--- src/rtl/seq_detector_param.sv ---
// rtl/seq_detector_param.sv - parametrised serial pattern detector with don't-care mask and saturating match count
//
// Purpose: shifts in one qualified bit per clock (MSB-first), compares the most
// recent PAT_WIDTH bits against a runtime-loadable pattern under a per-bit
// compare mask, and emits a registered one-cycle pulse per match. Overlapping
// or non-overlapping detection is selected at runtime.
//
// Ports:
//   clk          clock, rising edge
//   rst_n        asynchronous active-low reset
//   in_valid     in_bit is sampled this cycle
//   in_bit       serial data bit
//   cfg_load     latch cfg_pattern / cfg_mask / cfg_overlap, restart the window
//   cfg_pattern  pattern, MSB compared against the oldest bit
//   cfg_mask     1 = compare bit, 0 = don't care
//   cfg_overlap  1 = overlapping detection, 0 = non-overlapping
//   cnt_clear    synchronous clear of match_count
//   detect       registered one-cycle match pulse
//   match_count  saturating match counter
//   fill         number of valid bits currently in the history window
module seq_detector_param #(
    parameter int PAT_WIDTH = 4,
    parameter int CNT_WIDTH = 8,
    parameter int FILL_W    = $clog2(PAT_WIDTH + 1)
) (
    input  logic                 clk,
    input  logic                 rst_n,
    input  logic                 in_valid,
    input  logic                 in_bit,
    input  logic                 cfg_load,
    input  logic [PAT_WIDTH-1:0] cfg_pattern,
    input  logic [PAT_WIDTH-1:0] cfg_mask,
    input  logic                 cfg_overlap,
    input  logic                 cnt_clear,
    output logic                 detect,
    output logic [CNT_WIDTH-1:0] match_count,
    output logic [FILL_W-1:0]    fill
);

    localparam logic [FILL_W-1:0] FULL = FILL_W'(PAT_WIDTH);

    logic [PAT_WIDTH-1:0] hist_q, hist_d;
    logic [PAT_WIDTH-1:0] pat_q;
    logic [PAT_WIDTH-1:0] msk_q;
    logic                 ovl_q;
    logic [FILL_W-1:0]    fill_q, fill_d, fill_inc;
    logic [CNT_WIDTH-1:0] cnt_q, cnt_d;
    logic                 det_q;
    logic                 accept;
    logic                 match;

    always_comb begin
        // cfg_load wins over in_valid: a bit arriving with a reload is dropped
        accept   = in_valid && !cfg_load;
        hist_d   = {hist_q[PAT_WIDTH-2:0], in_bit};
        fill_inc = (fill_q == FULL) ? FULL : fill_q + FILL_W'(1);

        // Match is judged on the window as it will look after this shift
        match = accept && (fill_inc == FULL) && (&((hist_d ~^ pat_q) | ~msk_q));

        fill_d = fill_q;
        if (cfg_load) begin
            fill_d = '0;
        end else if (accept) begin
            // Non-overlap mode restarts the window so the next match needs
            // PAT_WIDTH fresh bits
            fill_d = (match && !ovl_q) ? '0 : fill_inc;
        end

        // Clear first, then count, so a same-cycle clear and match leaves 1
        cnt_d = cnt_q;
        if (cnt_clear) begin
            cnt_d = '0;
        end
        if (match && !(&cnt_d)) begin
            cnt_d = cnt_d + CNT_WIDTH'(1);
        end
    end

    always_ff @(posedge clk or negedge rst_n) begin
        if (!rst_n) begin
            hist_q <= '0;
            fill_q <= '0;
            pat_q  <= '0;
            msk_q  <= '1;
            ovl_q  <= 1'b1;
            cnt_q  <= '0;
            det_q  <= 1'b0;
        end else begin
            if (cfg_load) begin
                pat_q <= cfg_pattern;
                msk_q <= cfg_mask;
                ovl_q <= cfg_overlap;
            end
            if (accept) begin
                hist_q <= hist_d;
            end
            fill_q <= fill_d;
            cnt_q  <= cnt_d;
            det_q  <= match;
        end
    end

    assign detect      = det_q;
    assign match_count = cnt_q;
    assign fill        = fill_q;

endmodule

--- config.mk ---
export PLATFORM = sky130hd
export DESIGN_NAME = seq_detector_param
export DESIGN_NICKNAME = d
export VERILOG_FILES = /design/src/rtl/seq_detector_param.sv
export SDC_FILE = /design/constraint.sdc
export NUM_CORES = 1
export LEC_CHECK = 0
export BUFFER_PORTS_ARGS = -buffer_cell sky130_fd_sc_hd__clkbuf_2
export CAP_MARGIN = 20
export CORE_MARGIN = 4
export CORE_UTILIZATION = 56
export CTS_CLUSTER_DIAMETER = 40
export DETAILED_ROUTE_END_ITERATION = 10
export GPL_TIMING_DRIVEN = 0
export PLACE_DENSITY_LB_ADDON = 0.2
export SLEW_MARGIN = 20
export SYNTH_ARGS = -nofsm -noshare
export SYNTH_HDL_FRONTEND = slang
export SYNTH_SLANG_ARGS = --single-unit
--- constraint.sdc ---
create_clock -name clk -period 5.8 [get_ports clk]
set_input_delay 0.87 -clock clk [delete_from_list [all_inputs] [get_ports clk]]
set_output_delay 0.87 -clock clk [all_outputs]
set_load 0.01 [all_outputs]
==> qor.yml <==
setup_path:
  critPathKind: "input port to register"
  end_kind: "register"
  worstPathRequired_ns: 6.01
  crit_chain: "clkbuf_2 -> clkbuf_1 -> nor2b_1 -> ha_1 -> inv_1 -> or3b_2 -> nand2_1 -> mux2_2"
  crit_buf_inv: 3
  cp.depth: 8
  ff2ff_path_depth: 6
  cp-start-kind: "input port"
  worst-r2r-setup-slack_ns: 3.69
  cp_max_fo: 10
  arrival_ns: 2.77
  crit_family: "simple AND/OR/NAND/NOR gates"
  crit_slowest_cell: "or3b_2"
  max_stage_delay_ns: 0.52
drt:
  detailedRoute.firstPassIterationCount: 4
  routed_wl_microns: 2190
  drtIter0Drc: 11
  wl_per_cell_microns: 13.9
  antenna_left: 0
  dr_total_vias: 871
  drc: 0
  via_per_inst: 5.51
power:
  vdd_drop_max_v: 0.000174
  finalPower_uw: 317
  leakagePower_uw: 0.000641
  power_density_nw_per_um2: 231
sta:
  rsz0062_at_grt: "false"
  finalCritPeriodShare: 0.442
  relSlewSlack: 0.605
  maxSlewViolCount: 0
  setup_viol: 0
  finClkSkew_ns: 0.00148
  clock.fmax_mhz: 390
  hold_violations: 0
  period_needed_ns: 2.57
  setup_slack_ns: 3.23
  tightest_slew_ns: 0.592
  setup-tns-final_ns: 0
logic_synthesis:
  yosys_warnings: 0
  synth.area.top_cells: "dfrtp_1 (41%), mux2_2 (14%), dfstp_2 (11%), ha_1 (3.2%), xor2_1 (3.0%)"
  synthTopCellsByCount: "dfrtp_1 (19), mux2_2 (15), nand2_1 (6), dfstp_2 (5)"
  synthArstFlopShare: 1.00
  synth_top_cell_by_area: "dfrtp_1"
  avgSynthCellArea_sq_um: 11.6
  yosys_register_bits: 24
  synth_edf_count: 0
  synthCells: 101
  syn_nets: 119
  yosysMostFrequentCell: "dfrtp_1"
  synth-main-ff-cell: "dfrtp_1"
  syn-cell-area_sq_um: 1170
  seq_area_frac_synth: 0.517
  yosys.area.top_type_share: 0.405
  synthDistinctLibCells: 29
floorplanning:
  core_area_sq_um: 1980
  fp.dieW_microns: 53.8
  design.die.area_sq_um: 2890
  io_pins: 27
  row_count: 16
  initial_core_util: 0.592
  die_y_microns: 53.8
global_routing:
  grt-ovfl-total: 0
  grt_max_degree: 25
  grt_pass1_wl_microns: 3670
  track_usage: 0.179
  grt_pass1_vias: 875
  antenna_found_initial: 0
cells_and_area:
  fin_area_sq_um: 1370
  diodes: 0
  drive_gt1_frac: 0.397
  fin_nets: 150
  syn2layout_area_growth_pct: 17.1
job:
  maxCapViolCount: 0
clock_network:
  clockBufferDepth: 2
  htree_levels: 1
  clk_pin_slew_ns: 0.12
  cts_resized: 0
  root_buffer: "clkbuf_4"
  clock_latency_ns: 0.31
  post_cts_buffers: 0
  cts_buffers: 3
  hold_buffers: 0
  cts_tree: "yes"
  clock-sinks: 24
placed_design:
  dpl_cell_area_sq_um: 1340
  portBuffers: 26
  gp_congestion: 0.796
  dpl_worst_slack_ns: 2.93
  hpwlAfterDp_microns: 1660
min_path:
  hold_path.class: "input port to async pin"
run_status:
  outcome: "complete, no violations"
layer usage:
| layer | track usage | part of all wire | vias to the layer above |
|---|---|---|---|
| met5 | 0 | 0 | - |
| met4 | 0.0979 | 0.021 | 0 |
| met3 | 0.0305 | 0.050 | 4 |
| met2 | 0.282 | 0.48 | 25 |
| met1 | 0.232 | 0.45 | 418 |
| li1 | - | - | 424 |
state kept, by name (all words and copies together), names as in the netlist:
signal and flops:
fill 3, detect 1, msk_q 4, match_count 8
pat_q 4, hist_q 3, ovl_q 1
power breakdown:
part	switching, uW	total, uW	internal (uW)	leakage, uW
registers	8.72	191	182	0.000301
logic	18.1	40.1	22.0	0.000319
clock network	47.2	85.6	38.3	0.0000210
total	74.1	317	243	0.000641
cells in the final DEF, fill, tap and decap left out, types with 4 or more instances in the layout:
cell      synthesis  final
dfrtp_1          19     19
nand2b_1          4      4
nor2b_1           4      4
inv_1             4      4
nor3_1            4      4
nor2_1            4      4
dfstp_2           5      5
nand2_1           6      6
clkbuf_2          0     26
xor2_1            4      4
mux2_2           15     15
cells by family after synthesis:
kind of cell             Yosys count  synth area share
AO/OA/AOI/OAI                     12            0.0682
XOR/XNOR                           6            0.0448
adder cells (fa/ha/maj)            3            0.0320
buffers and inverters              6            0.0192
flip-flops                        24             0.517
multiplexers                      15             0.144
AND/OR/NAND/NOR                   35             0.175
final timing paths:
kind                           startpoint              to
hold / removal                      rst_n  match_count[4]
hold reg to reg                  pat_q[2]        pat_q[2]
max in group asynchronous           rst_n         fill[1]
min in group clk                 pat_q[2]        pat_q[2]
setup reg to reg           match_count[0]  match_count[1]
setup / recovery                cnt_clear  match_count[1]
through the flow:
stage | util | cells | hold slack, ns
floorplan | - | 101 | 0.499
global placement | 0.675 | 154 | 0.511
detailed placement | 0.675 | 154 | 0.523
CTS | 0.693 | 158 | 0.538
global route | 0.693 | 158 | 0.553
finish | 0.693 | 158 | 0.538
final cells by class:
type / count / area (sq um)
inverters: 4 / 15.0
fillers: 175 / 608
clock buffers: 4 / 36.3
flip-flops and latches: 24 / 607
well taps: 27 / 33.8
repair buffers: 26 / 130
plain buffers: 2 / 7.51
multi-input cells: 71 / 544
Note: power is estimated with default switching activity, not from simulation.
